**config.mk**
```make
export PLATFORM = sky130hd
export DESIGN_NAME = sseg_scan_driver
export DESIGN_NICKNAME = d
export VERILOG_FILES = /design/src/rtl/sseg_scan_driver.sv
export SDC_FILE = /design/constraint.sdc
export NUM_CORES = 1
export LEC_CHECK = 0
export CORE_UTILIZATION = 41
export CTS_BUF_LIST = sky130_fd_sc_hd__clkbuf_16
export DETAILED_ROUTE_END_ITERATION = 16
export GPL_ROUTABILITY_DRIVEN = 0
export GPL_TIMING_DRIVEN = 0
export PLACE_DENSITY = 0.7
export SLEW_MARGIN = 40
export SYNTH_ARGS = -nofsm -noshare
export SYNTH_HDL_FRONTEND = slang
export SYNTH_SLANG_ARGS = --single-unit
```
**constraint.sdc**
```tcl
create_clock -name clk -period 5.5 [get_ports clk]
set_input_delay 1.375 -clock clk [delete_from_list [all_inputs] [get_ports clk]]
set_output_delay 1.375 -clock clk [all_outputs]
set_load 0.005 [all_outputs]
```
**src/rtl/sseg_scan_driver.sv**
```systemverilog
// sseg_scan_driver
// Parametrised multiplexed seven-segment display driver. Scans DIGITS digits,
// holding each for PRESCALE clocks, with hex/BCD glyph selection, leading-zero
// blanking, per-digit decimal points, PWM brightness and a double-buffered
// digit store that only changes at frame boundaries (tear-free).
//
// Ports:
//   clk        system clock
//   rst        asynchronous active-high reset (blanks the display at once)
//   load       single-cycle strobe capturing digits_in/dp_in into pending
//   digits_in  nibble i = value of digit i (digit 0 rightmost)
//   dp_in      bit i = 1 lights the decimal point of digit i
//   hex_mode   1: values 10-15 show A-F, 0: values 10-15 blank
//   lz_blank   1: blank leading zeros (digit 0 never blanked)
//   bright     on-time = (bright+1)/2^BRIGHT_BITS of each slot
//   seg        active-low cathodes, seg[0]=a .. seg[6]=g
//   dp         active-low decimal point
//   an         active-low anodes, at most one low
//   frame_tick one-cycle pulse at each frame start
module sseg_scan_driver #(
  parameter int DIGITS      = 4,
  parameter int PRESCALE    = 16384,
  parameter int BRIGHT_BITS = 3
) (
  input  logic                   clk,
  input  logic                   rst,
  input  logic                   load,
  input  logic [4*DIGITS-1:0]    digits_in,
  input  logic [DIGITS-1:0]      dp_in,
  input  logic                   hex_mode,
  input  logic                   lz_blank,
  input  logic [BRIGHT_BITS-1:0] bright,
  output logic [6:0]             seg,
  output logic                   dp,
  output logic [DIGITS-1:0]      an,
  output logic                   frame_tick
);

  localparam int PW = (PRESCALE > 1) ? $clog2(PRESCALE) : 1;
  localparam int IW = (DIGITS > 1) ? $clog2(DIGITS) : 1;
  localparam logic [PW-1:0] PRESC_LAST = PW'(PRESCALE - 1);
  localparam logic [IW-1:0] IDX_LAST   = IW'(DIGITS - 1);

  logic [PW-1:0]          presc;
  logic [IW-1:0]          idx;
  logic [BRIGHT_BITS-1:0] pwm_cnt;
  logic [4*DIGITS-1:0]    pend_dig;
  logic [4*DIGITS-1:0]    disp_dig;
  logic [DIGITS-1:0]      pend_dp;
  logic [DIGITS-1:0]      disp_dp;

  logic                   slot_end;
  logic                   frame_end;
  logic [DIGITS-1:0]      lead_zero;
  logic                   zero_run;
  logic [3:0]             cur_nib;
  logic [6:0]             seg_next;
  logic [DIGITS-1:0]      an_next;
  logic                   dp_next;

  function automatic logic [6:0] glyph(input logic [3:0] v, input logic hex);
    logic [6:0] g;
    case (v)
      4'h0: g = 7'b1000000;
      4'h1: g = 7'b1111001;
      4'h2: g = 7'b0100100;
      4'h3: g = 7'b0110000;
      4'h4: g = 7'b0011001;
      4'h5: g = 7'b0010010;
      4'h6: g = 7'b0000010;
      4'h7: g = 7'b1111000;
      4'h8: g = 7'b0000000;
      4'h9: g = 7'b0010000;
      4'hA: g = 7'b0001000;
      4'hB: g = 7'b0000011;
      4'hC: g = 7'b1000110;
      4'hD: g = 7'b0100001;
      4'hE: g = 7'b0000110;
      default: g = 7'b0001110;
    endcase
    if (!hex && (v > 4'd9)) g = 7'b1111111;
    return g;
  endfunction

  assign slot_end  = (presc == PRESC_LAST);
  assign frame_end = slot_end && (idx == IDX_LAST);

  // Slot prescaler, scan index and free-running PWM counter.
  always_ff @(posedge clk or posedge rst) begin
    if (rst) begin
      presc   <= '0;
      idx     <= '0;
      pwm_cnt <= '0;
    end else begin
      pwm_cnt <= pwm_cnt + BRIGHT_BITS'(1);
      if (slot_end) begin
        presc <= '0;
        idx   <= frame_end ? '0 : idx + IW'(1);
      end else begin
        presc <= presc + PW'(1);
      end
    end
  end

  // Double buffer: display copies pending only at the frame boundary, so a
  // load on that same edge goes to pending and shows one frame later.
  always_ff @(posedge clk or posedge rst) begin
    if (rst) begin
      pend_dig   <= '0;
      pend_dp    <= '0;
      disp_dig   <= '0;
      disp_dp    <= '0;
      frame_tick <= 1'b0;
    end else begin
      frame_tick <= frame_end;
      if (frame_end) begin
        disp_dig <= pend_dig;
        disp_dp  <= pend_dp;
      end
      if (load) begin
        pend_dig <= digits_in;
        pend_dp  <= dp_in;
      end
    end
  end

  // lead_zero[i] is set when digit i and every higher digit are zero.
  always_comb begin
    lead_zero = '0;
    zero_run  = 1'b1;
    for (int i = DIGITS - 1; i >= 0; i--) begin
      zero_run     = zero_run && (disp_dig[4*i +: 4] == 4'd0);
      lead_zero[i] = zero_run;
    end
  end

  always_comb begin
    cur_nib  = disp_dig[{idx, 2'b00} +: 4];
    an_next  = '1;
    seg_next = 7'b1111111;
    dp_next  = 1'b1;
    if (pwm_cnt <= bright) begin
      an_next[idx] = 1'b0;
      dp_next      = ~disp_dp[idx];
      if (lz_blank && (idx != '0) && lead_zero[idx])
        seg_next = 7'b1111111;
      else
        seg_next = glyph(cur_nib, hex_mode);
    end
  end

  always_ff @(posedge clk or posedge rst) begin
    if (rst) begin
      seg <= 7'b1111111;
      an  <= '1;
      dp  <= 1'b1;
    end else begin
      seg <= seg_next;
      an  <= an_next;
      dp  <= dp_next;
    end
  end

endmodule

```
==> results.toml <==
[finish]
regArea_um2 = 1820
syn2layout_area_growth_pct = 23.7
mostFrequentLayoutCell = "dfrtp_1"
multi_input_area_um2 = 1470
antenna_cells = 0
fin_cells = 423
fin_util_pct = 53.4
drive_gt1_share_pct = 21.2
final_cell_mix = "dfrtp_1, clkdlybuf4s50_1, mux2_2"
fill_cells = 669
nets = 359

[logic_synthesis]
ys_ff_latch = 72
syn_nets = 308
synth-async-reset-ratio_pct = 100
seq_area_frac_synth_pct = 53.3
syn-cell-area_um2 = 3410
yosysWarnings = 0
synth-main-ff-cell = "dfrtp_1"
syn_area_per_cell_um2 = 12.9
synth_edf_count = 0
synth_cell_type_count = 48
synth_top_area_share_pct = 44.1
synth.largest_area_cell = "dfrtp_1"
synthCells = 265
synth.area.top_cells = "dfrtp_1, dfstp_2, mux2_2"

[min_path]
hp-class = "reg -> reg"

[clock_tree]
cts_tree = "yes"
post_cts_buffers = 0
clock-root-buffer = "clkbuf_16"
clock_sinks = 72
clock_latency_ns = 0.32
cts_buffer_depth = 2
clk_pin_slew_ns = 0.05
post_cts_resized = 0
cts_inserted_buffers = 9
ctsHoldBuffers = 0
h-tree-depth = 3

[worst_setup_path]
cp-start-kind = "primary input"
cp_num_buf_inv = 2
worstPathMaxFanout = 7
worstPathCellList = "clkdlybuf4s50_1 > inv_1 > ha_1 > nor2b_1 > o21a_1 > o21ai_1 > o311a_4 > o221ai_1"
max_stage_delay_ns = 0.46
arrival_ns = 3.36
crit_type = "in -> reg"
cp-end-kind = "register"
required_ns = 5.72
crit_family = "compound AO/OA/AOI/OAI gates"
crit_slowest_cell = "clkdlybuf4s50_1"

[place]
place_ws_ns = 1.97
post-place-cells = 407
io_buffers = 39
dpl.hpwl_um = 4170

[drt]
drt_iter0_markers = 66
drt_pass1_iterations = 4
drc = 0
wl_per_cell_um = 13.7
routed_wl_um = 5820
routed_via_density = 5.09
ant_nets = 0
vias = 2152

[die]
initial_core_util_pct = 43.2
core_um2 = 7890
die_h_um = 93.1
die_area_um2 = 8680
num_rows = 32
io_pins = 41
fp.dieW_um = 93.1

[global_route]
grt_pass1_wl_um = 10400
grt_max_degree = 45
antenna_found_initial = 0
grt_pass1_vias = 2161
track_usage_pct = 15.8
overflow = 0

[timing]
fmax_mhz = 318
drv_slew = 0
setup_slack_ns = 2.36
finalHoldViolations = 0
setup_viol = 0
holdWs_ns = 0.452
tightest_slew_ns = 0.519
fin_tns_setup_ns = 0
slew_headroom_pct = 65.2
fin_crit_sh_pct = 57.1
rsz0062_at_grt = "no"
fin_skew_ns = 0.00576
min_period_ns = 3.14

[pwr]
leakage_nw = 1.85
p_per_area_nw_per_um2 = 266
peakVddDrop_uv = 182

[run_status]
status = "completed"

[run]
max_cap_violations = 0
cells in the mapped netlist, types with 2 or more instances:
master,n
o211ai_1,5
a21oi_1,4
xor2_1,4
a31oi_1,2
nand4_1,2
dfrtp_1,60
mux2_1,19
nor2_4,2
buf_6,5
nor3_1,2
mux2i_1,6
and3_1,2
nand3_1,11
ha_1,15
nand2_1,14
dfstp_2,12
o31ai_1,3
buf_2,2
nor2_1,18
nor4_1,3
xnor2_1,8
inv_1,11
clkbuf_1,2
mux2_2,24
mux4_2,3
o21ai_0,2
nor2b_1,3
report_power, final:
| group | internal (mW) | total [mW] | switching (mW) |
|---|---|---|---|
| Combinational | 0.0371 | 0.0597 | 0.0226 |
| Clock | 0.299 | 0.506 | 0.208 |
| Sequential | 0.549 | 0.556 | 0.00761 |
state kept, by name, indices dropped and copies added (netlist names):
register,count
disp_dig,16
pend_dig,16
presc,14
seg,7
an,4
disp_dp,4
pend_dp,4
pwm_cnt,3
idx,2
dp,1
frame_tick,1
stage by stage:
step / instance area, um2 / power, mW
2_1_floorplan: 3410 / 0.593
3_3_place_gp: 3920 / 0.624
3_5_place_dp: 3950 / 0.627
4_1_cts: 4210 / 1.14
5_1_grt: 4210 / 1.18
6_report: 4210 / 1.12
per-layer routing:
metal | share of wire, % | up-vias | wire length (um) | track usage (%)
li1 | - | 1038 | - | -
met1 | 48 | 1045 | 2810 | 21.1
met2 | 45 | 53 | 2590 | 23.0
met3 | 3.8 | 16 | 222 | 3.17
met4 | 3.2 | 0 | 187 | 10.6
met5 | 0 | - | 0 | 0
final timing paths:
check | startpoint | to | slack [ns] | cells after the start
max in group asynchronous | rst | seg[1]$_DFF_PP1_ | 3.56 | 3
min in group asynchronous | rst | pend_dp[0]$_DFFE_PP0P_ | 1.38 | 2
max | bright[1] | seg[2]$_DFF_PP1_ | 2.36 | 8
max reg2reg | idx[1]$_DFFE_PP0N_ | seg[2]$_DFF_PP1_ | 3.08 | 9
min | pwm_cnt[0]$_DFF_PP0_ | pwm_cnt[0]$_DFF_PP0_ | 0.45 | 1
min reg2reg | pwm_cnt[0]$_DFF_PP0_ | pwm_cnt[0]$_DFF_PP0_ | 0.45 | 1
layout make-up:
type                    instances  share of cell area [%]
flip-flops and latches         72                    43.1
multi-input cells             171                    34.8
repair buffers                 40                    9.74
clock buffers                   9                    5.35
well taps                     102                    3.03
plain buffers                  10                    1.84
inverters                      12                    1.19
clock inverters                 7                   0.921
worst reg2reg max path, cell delays in order, from the launching register on:
cell and delay, ns:
dfrtp_1 0.38, buf_6 0.16, mux4_2 0.59, inv_1 0.14, ha_1 0.15, buf_1 0.30
nor2_1 0.09, nor2_1 0.13, o311a_4 0.24, o221ai_1 0.13
cell families (layout without fill, tap and decap cells):
kind of cell	after synthesis	in the layout	share of synthesized area (%)
buf+inv	22	78	3.60
compound gates	25	25	5.47
xor+xnor	12	12	3.09
simple gates	66	66	10.4
mux	53	53	18.6
fa+ha+maj	15	15	5.51
flops	72	72	53.3
Power figures use the tool's default switching activity.
